===== src/rtl/cordic_pkg.sv =====
`default_nettype none
// ============================================================================
// Module   : cordic_pkg
// Brief    : Shared types and IEEE-754 single-precision constants for the
//            CORDIC accelerator datapath (fixed-to-float return path).
// Revision : 1.0 - initial release
// ============================================================================
package cordic_pkg;

    localparam int FP_BIAS   = 127;
    localparam int FP_MANT_W = 23;
    localparam int FP_EXP_W  = 8;

    typedef enum logic [2:0] {
        F2F_IDLE = 3'd0,
        F2F_ABS  = 3'd1,
        F2F_NORM = 3'd2,
        F2F_PACK = 3'd3,
        F2F_DONE = 3'd4
    } f2f_state_t;

    function automatic logic [31:0] fp_pack(
        input logic                 sign,
        input logic [FP_EXP_W-1:0]  exponent,
        input logic [FP_MANT_W-1:0] mantissa
    );
        return {sign, exponent, mantissa};
    endfunction

endpackage
`default_nettype wire


===== src/rtl/priority_encoder32.sv =====
`default_nettype none
// ============================================================================
// Module   : priority_encoder32
// Brief    : Index of the most significant set bit of a 32-bit word;
//            o_valid low means the word is zero.
// Revision : 1.0 - initial release
// ============================================================================
module priority_encoder32 (
    input  logic [31:0] i_data,
    output logic [4:0]  o_index,
    output logic        o_valid
);

    // Later iterations overwrite earlier ones, so the highest set bit wins.
    always_comb begin
        o_index = 5'd0;
        o_valid = 1'b0;
        for (int i = 0; i < 32; i++) begin
            if (i_data[i]) begin
                o_index = 5'(i);
                o_valid = 1'b1;
            end
        end
    end

endmodule
`default_nettype wire


===== src/rtl/fixed_to_float_seq.sv =====
`default_nettype none
// ============================================================================
// Module   : fixed_to_float_seq
// Brief    : Multi-cycle signed fixed-point (binary point at FRAC_BITS) to
//            IEEE-754 single converter with start/done handshake.
//            Define ROUND_NEAREST_EN for round-to-nearest-even, else truncate.
// Revision : 1.0 - initial release
// ============================================================================
module fixed_to_float_seq
    import cordic_pkg::*;
#(
    parameter int FRAC_BITS = 31
) (
    input  logic        clock,
    input  logic        aclr,
    input  logic        clk_en,
    input  logic        start,
    input  logic [31:0] dataa,
    output logic [31:0] result,
    output logic        done,
    output logic        busy
);

    localparam logic [FP_EXP_W-1:0] c_exp_offset = FP_EXP_W'(FP_BIAS - FRAC_BITS);

    f2f_state_t             r_state;
    logic                   r_sign;
    logic [31:0]            r_mag;
    logic [4:0]             r_pos;
    logic                   r_zero;
    logic [FP_EXP_W-1:0]    r_exp;
    logic [FP_MANT_W-1:0]   r_mant;
    logic [31:0]            r_result;
    logic                   r_done;
    logic                   r_busy;

    logic [31:0]            w_abs_in;
    logic [4:0]             w_pe_index;
    logic                   w_pe_valid;
    logic [31:0]            w_norm;
    logic [FP_EXP_W-1:0]    w_exp_final;
    logic [FP_MANT_W-1:0]   w_mant_final;
    logic                   w_unused_norm;

    // Negating 0x80000000 yields 0x80000000, which read unsigned is 2^31.
    assign w_abs_in = dataa[31] ? (~dataa + 32'd1) : dataa;

    priority_encoder32 u_lead_one (
        .i_data  (r_mag),
        .o_index (w_pe_index),
        .o_valid (w_pe_valid)
    );

    // Leading one moved to bit 31: [30:8] is the mantissa, [7] guard, [6:0] sticky.
    assign w_norm = r_mag << (5'd31 - r_pos);

`ifdef ROUND_NEAREST_EN
    logic                 r_guard;
    logic                 r_sticky;
    logic                 w_round_up;
    logic [FP_MANT_W:0]   w_mant_sum;

    assign w_round_up    = r_guard & (r_sticky | r_mant[0]);
    assign w_mant_sum    = {1'b0, r_mant} + {{FP_MANT_W{1'b0}}, w_round_up};
    assign w_mant_final  = w_mant_sum[FP_MANT_W] ? '0 : w_mant_sum[FP_MANT_W-1:0];
    assign w_exp_final   = r_exp + {{(FP_EXP_W-1){1'b0}}, w_mant_sum[FP_MANT_W]};
    assign w_unused_norm = w_norm[31];

    always_ff @(posedge clock) begin
        if (aclr) begin
            r_guard  <= 1'b0;
            r_sticky <= 1'b0;
        end else if (clk_en && r_state == F2F_NORM) begin
            r_guard  <= w_norm[7];
            r_sticky <= |w_norm[6:0];
        end
    end
`else
    assign w_mant_final  = r_mant;
    assign w_exp_final   = r_exp;
    assign w_unused_norm = ^{w_norm[31], w_norm[7:0]};
`endif

    always_ff @(posedge clock) begin
        if (aclr) begin
            r_state  <= F2F_IDLE;
            r_sign   <= 1'b0;
            r_mag    <= 32'd0;
            r_pos    <= 5'd0;
            r_zero   <= 1'b0;
            r_exp    <= '0;
            r_mant   <= '0;
            r_result <= 32'd0;
            r_done   <= 1'b0;
            r_busy   <= 1'b0;
        end else if (clk_en) begin
            case (r_state)
                F2F_IDLE: begin
                    if (start) begin
                        r_sign  <= dataa[31];
                        r_mag   <= w_abs_in;
                        r_busy  <= 1'b1;
                        r_state <= F2F_ABS;
                    end
                end
                F2F_ABS: begin
                    r_pos   <= w_pe_index;
                    r_zero  <= ~w_pe_valid;
                    r_state <= F2F_NORM;
                end
                F2F_NORM: begin
                    r_exp   <= c_exp_offset + {3'b000, r_pos};
                    r_mant  <= w_norm[30:8];
                    r_state <= F2F_PACK;
                end
                F2F_PACK: begin
                    r_result <= r_zero ? 32'd0 : fp_pack(r_sign, w_exp_final, w_mant_final);
                    r_done   <= 1'b1;
                    r_busy   <= 1'b0;
                    r_state  <= F2F_DONE;
                end
                F2F_DONE: begin
                    r_done <= 1'b0;
                    if (start) begin
                        r_sign  <= dataa[31];
                        r_mag   <= w_abs_in;
                        r_busy  <= 1'b1;
                        r_state <= F2F_ABS;
                    end else begin
                        r_state <= F2F_IDLE;
                    end
                end
                default: r_state <= F2F_IDLE;
            endcase
        end
    end

    assign result = r_result;
    assign done   = r_done;
    assign busy   = r_busy;

endmodule
`default_nettype wire


===== config.mk =====
export PLATFORM = sky130hd
export DESIGN_NAME = fixed_to_float_seq
export DESIGN_NICKNAME = d
export VERILOG_FILES = /design/src/rtl/cordic_pkg.sv /design/src/rtl/priority_encoder32.sv /design/src/rtl/fixed_to_float_seq.sv
export SDC_FILE = /design/constraint.sdc
export NUM_CORES = 1
export LEC_CHECK = 0
export CORE_MARGIN = 5
export CORE_UTILIZATION = 55
export DETAILED_ROUTE_END_ITERATION = 10
export PLACE_DENSITY = 0.78
export SETUP_SLACK_MARGIN = 0.15
export SYNTH_ARGS = -nofsm -noshare
export SYNTH_HDL_FRONTEND = slang
export SYNTH_SLANG_ARGS = --single-unit

===== constraint.sdc =====
create_clock -name clock -period 6 [get_ports clock]
set_input_delay 0.6 -clock clock [delete_from_list [all_inputs] [get_ports clock]]
set_output_delay 0.6 -clock clock [all_outputs]
set_load 0.03 [all_outputs]

# ---- After elaboration in Yosys (flattened, before gate mapping)
# Index checks and enable logic that the tools add are counted.
dict set report op_classes {
  add_sub_neg 3
  multipliers 0
  div 0
  n_lt_le_gt_ge 0
  n_eq_ne 6
  shift 1
  muxes 71
  bitwise 2
  n_reduce_logical 11
}
# operator count
set ops {}
lappend ops {{5-bit 2-to-1 mux} 16}
lappend ops {{32-bit 2-to-1 mux} 2}
lappend ops {{1-bit 2-to-1 mux} 35}
lappend ops {{32-bit by 1-bit adder with 32-bit output, second input constant} 1}
lappend ops {{4-bit 2-to-1 mux} 8}
lappend ops {{32-bit inverter} 1}
lappend ops {{32-bit by 5-bit << shifter with 31-bit output} 1}
lappend ops {{3-bit 2-to-1 mux} 5}
lappend ops {{3-bit one-hot mux with 5 select lines} 1}
lappend ops {{2-bit AND reduction} 5}
lappend ops {{7-bit by 5-bit adder with 8-bit output, first input constant} 1}
lappend ops {{3-bit by 2-bit equality test with 1-bit output, second input constant} 2}
lappend ops {{3-bit AND reduction} 2}
lappend ops {{5-bit subtractor, first input constant} 1}
lappend ops {{2-bit 2-to-1 mux} 2}
lappend ops {{1-bit one-hot mux with 2 select lines} 2}
lappend ops {{2-bit nonzero test} 2}
lappend ops {{3-bit by 1-bit equality test with 1-bit output, second input constant} 1}
lappend ops {{3-bit equality test, second input constant} 1}
lappend ops {{3-bit zero test} 1}
lappend ops {{2-bit by 1-bit inequality test with 1-bit output, second input constant} 1}
lappend ops {{2-bit inequality test, second input constant} 1}
lappend ops {{2-bit OR reduction} 1}
lappend ops {{1-bit inverter} 1}
dict set report totals {
  register_bits 107
  latch_bits 0
  ram_bits 0
  romBits 0
  input_bits 36
  output_inout_bits 34
  n_memories 0
}

# ---- Depth between registers and ports, before layout
dict set report logic_depth {
  word_depth 33
  mapped_depth 8
}

# ---- Hierarchy
# From an unflattened synthesis, not the netlist that was laid out.
dict set report unflattened {
  hier_cells 775
  hier_area_um2 6570.1
}
# module n_inst cells_each area_each_um2 seq_area_each_um2
set by_module_without_submodules {}
lappend by_module_without_submodules {fixed_to_float_seq 1 713 6212.2 2062.0}
lappend by_module_without_submodules {priority_encoder32 1 62 357.8 0.0}

# ---- Worst setup path before layout
# OpenSTA, ideal clock, no wires.
dict set report synth_path {
  path_type {input to register}
  from {input port dataa[22]}
  to {register r_mag[30]}
  setup_time_ns 0.134
  arrival_time_ns 2.000
  t_required_ns 5.866
  path_slack_ns 3.866
  cell_stages 6
  n_path_buf 1
  cell_sequence {buf_6 > or4_4 > or3_4 > nor4_4 > a211o_2 > o211ai_1}
}
dict set report synth_via {
  elab_chain_len 3
}
# item line_no
set synth_rtl {}
lappend synth_rtl {{start, declared} fixed_to_float_seq.sv:18} ;# input logic [31:0] dataa,
lappend synth_rtl {{32-bit inverter} fixed_to_float_seq.sv:46} ;# assign w_abs_in = dataa[31] ? (~dataa + 32'd1) : dataa;
lappend synth_rtl {{32-bit by 1-bit adder with 32-bit output} fixed_to_float_seq.sv:46}
lappend synth_rtl {{32-bit 2-to-1 mux} fixed_to_float_seq.sv:46}
lappend synth_rtl {{end signal, assigned} fixed_to_float_seq.sv:101} ;# r_mag <= w_abs_in;
lappend synth_rtl {{end signal, assigned} fixed_to_float_seq.sv:126} ;# r_mag <= w_abs_in;
lappend synth_rtl {{end, declared} fixed_to_float_seq.sv:28} ;# logic [31:0] r_mag;
# Every way passes these cells.
# A chain may end at the register's enable or synchronous reset.

# ---- Worst setup path in the final report
dict set report layout_path {
  from {input port clk_en}
  to {register r_mant[18]}
}
dict set report layout_via {
  elab_chain_len 1
}
# item line_no
set layout_rtl {}
lappend layout_rtl {{start, declared} fixed_to_float_seq.sv:16} ;# input logic clk_en,
lappend layout_rtl {{2-bit AND reduction (no source line)} n/a}
lappend layout_rtl {{end signal, assigned} fixed_to_float_seq.sv:113} ;# r_mant <= w_norm[30:8];
lappend layout_rtl {{end, declared} fixed_to_float_seq.sv:32} ;# logic [FP_MANT_W-1:0] r_mant;
# Every way passes these cells.

==> results.py <==
metrics = {
    "route": {
        "drtIter0Drc": 529,
        "wl_um": 16950,
        "remaining_drc_errors": 0,
        "routed_via_density": 6.262,
        "via_count": 5899,
        "detail_route.wl_per_cell_um": 17.99,
        "firstDrtPassIters": 5,
        "ant_nets": 0,
    },
    "clocking": {
        "numCtsBuffers": 9,
        "cts_tree": "yes",
        "clkTransAtPathRegs_ns": 0.08,
        "worstSkewPairLatency_ns": 0.35,
        "cts.sinks": 103,
        "post_cts_buffers": 0,
        "cts_resized": 0,
        "ctsHtreeMaxLevel": 3,
        "clk_path_buf_depth": 2,
        "root_buffer": "clkbuf_16",
        "hold_buffers": 0,
    },
    "power": {
        "power.density_nw_per_um2": 218.5,
        "vdd_drop_max_mv": 0.2194,
        "p_leak_nw": 2.354,
        "finalPower_mw": 1.595,
    },
    "worst_hold_path": {
        "holdPathEnd": "r_mant[4]$_SDFFE_PP0P_",
        "holdPathStages": 1,
        "worstHoldStart": "r_mant[4]$_SDFFE_PP0P_",
        "hold_path.class": "reg -> reg",
    },
    "timing": {
        "finalSetupViolations": 0,
        "clock_skew_ns": 0.009056,
        "setup_ws_ns": 3.200,
        "hold_viol_final": 0,
        "finalSetupTns_ns": 0,
        "maxSlewHeadroom_pct": 28.80,
        "fin_crit_ns": 2.800,
        "holdWs_ns": 0.4494,
        "post-route-period-util_pct": 46.67,
        "timing.fmax_ghz": 0.3571,
        "rsz0062_at_grt": "no",
        "tightest_slew_ns": 1.067,
        "slew_viol_final": 0,
    },
    "global_route": {
        "grt_usage_pct": 24.43,
        "antenna_found_initial": 0,
        "grt_start_max_net_pins": 62,
        "grt_pass1_wl_um": 28540,
        "grt_pass1_vias": 5586,
        "grt.overflow.total": 0,
    },
    "final_layout": {
        "antenna_cells": 0,
        "final_cell_mix": "101 x nor2_1, 101 x dfxtp_1, 81 x a21oi_1, 67 x clkdlybuf4s50_1, 55 x nand2_1",
        "areaGrowthSynthToFinish_pct": 13.77,
        "nets": 831,
        "drive_gt1_share_pct": 9.637,
        "fin_area_um2": 7298,
    },
    "critical_path": {
        "worstReg2RegEnd": "r_mant[14]$_SDFFE_PP0P_",
        "r2r-start": "r_pos[1]$_SDFFE_PP0P_",
        "cp.arrival_ns": 3.10,
        "cp-end-kind": "register",
        "cp-start-kind": "input port",
        "worstRegToRegCells": 5,
        "r2r_slack_ns": 3.28,
        "critPathRequiredTime_ns": 6.30,
        "crit_path_max_fanout": 12,
        "path_class": "in -> reg",
    },
    "placement": {
        "io_buffers": 68,
        "pre_cts_ws_ns": 2.853,
        "hpwlAfterDp_um": 12180,
        "gp_congestion": 0.9305,
        "placed_area_um2": 6994,
    },
    "yosys": {
        "yosysSeqAreaShare_pct": 32.14,
        "synth_seq_cells": 103,
        "synthCells": 774,
        "synth_top_area_share_pct": 32.14,
        "synthFlopType": "dfxtp_1",
        "syn_area_per_cell_um2": 8.288,
        "synth.distinct_cells": 67,
        "async_flop_share_pct": 0,
        "yosysTopAreaCell": "dfxtp_1",
        "yosys_warnings": 0,
        "syn-num-nets": 811,
        "synth.cell_area_um2": 6415,
        "synth-edff-count": 0,
        "synthTopCellsByArea": "dfxtp_1 32%, mux4_2 7.0%, a21oi_1 6.3%",
    },
    "die": {
        "die-width_um": 118.0,
        "ioPinCount": 70,
        "fp.dieArea_um2": 13920,
        "rows": 39,
        "die_y_um": 118.0,
        "fp.coreArea_um2": 11420,
        "start_util_pct": 56.18,
    },
    "outcome": {
        "run_status": "complete, no violations",
    },
    "job": {
        "drv_cap": 0,
    },
}
synth_stat cells (all sizes together) (5+ instances only):
master / count
nand3: 20
mux4: 20
nor3: 19
nand2b: 8
nor2b: 5
o21ai: 18
nand4: 15
o211ai: 14
o22ai: 10
buf: 23
and3: 14
a211o: 8
mux2i: 32
nor3b: 32
clkbuf: 41
or3: 12
xnor2: 5
a211oi: 26
dfxtp: 103
inv: 16
nand2: 56
nor2: 102
xor2: 6
nor4: 16
mux2: 18
a21oi: 81
stage by stage:
step | instances | util [%]
finish | 942 | 63.92
global route | 942 | 63.92
CTS | 942 | 63.92
detailed placement | 926 | 61.25
global placement | 926 | 61.25
floorplan | 774 | -
critical path, stage by stage:
cell and delay, ns:
clkdlybuf4s50_1 0.66, nand4bb_1 0.52, or3_1 0.64, nor3_1 0.41, a22oi_1 0.13, nand4_1 0.13
kinds of logic (layout without fill, tap and decap cells):
kind of cell | Yosys count | in the layout | share of synthesized area, %
simple gates | 313 | 313 | 25.53
compound gates | 195 | 195 | 19.41
flops | 103 | 103 | 32.14
buf+inv | 80 | 105 | 5.988
mux | 70 | 70 | 15.17
xor+xnor | 11 | 11 | 1.502
fa+ha+maj | 1 | 1 | 0.1950
other cells | 1 | 1 | 0.05846
sequential cells by signal, summed over array words and instances, names as in the netlist:
name,cells
done,1
r_sign,1
busy,1
result,30
r_pos,5
r_mag,32
r_exp,6
r_zero,1
r_state,3
r_mant,23
metal layers:
metal	wire [um]	GRT usage, %
met1	7732	32.63
met2	8255	39.53
met4	322	8.961
met5	0	0
met3	640	4.373
how the worst max path moves through the flow:
stage                    from                 endpoint  slack, ns  depth (start not counted)
floorplan           dataa[22]   r_mag[30]$_SDFFE_PP0P_       3.87                          6
global placement       clk_en  r_mant[18]$_SDFFE_PP0P_       2.93                          6
detailed placement     clk_en  r_mant[18]$_SDFFE_PP0P_       2.85                          6
CTS                    clk_en  r_mant[18]$_SDFFE_PP0P_       3.24                          6
global route           clk_en  r_mant[18]$_SDFFE_PP0P_       2.97                          6
finish                 clk_en  r_mant[18]$_SDFFE_PP0P_       3.20                          6
final cells by class:
type / count / area (um^2)
multi-input cells: 591 / 3978
inverters: 16 / 60.06
clock buffers: 9 / 225.2
clock inverters: 7 / 78.83
repair buffers: 73 / 713.2
fillers: 1024 / 4120
well taps: 143 / 178.9
flip-flops and latches: 103 / 2064
power breakdown:
part / internal, mW / switching (mW)
Combinational: 0.112 / 0.133
Sequential: 0.702 / 0.0453
Clock: 0.328 / 0.274
Total: 1.14 / 0.452
Note: power is estimated with default switching activity, not from simulation.
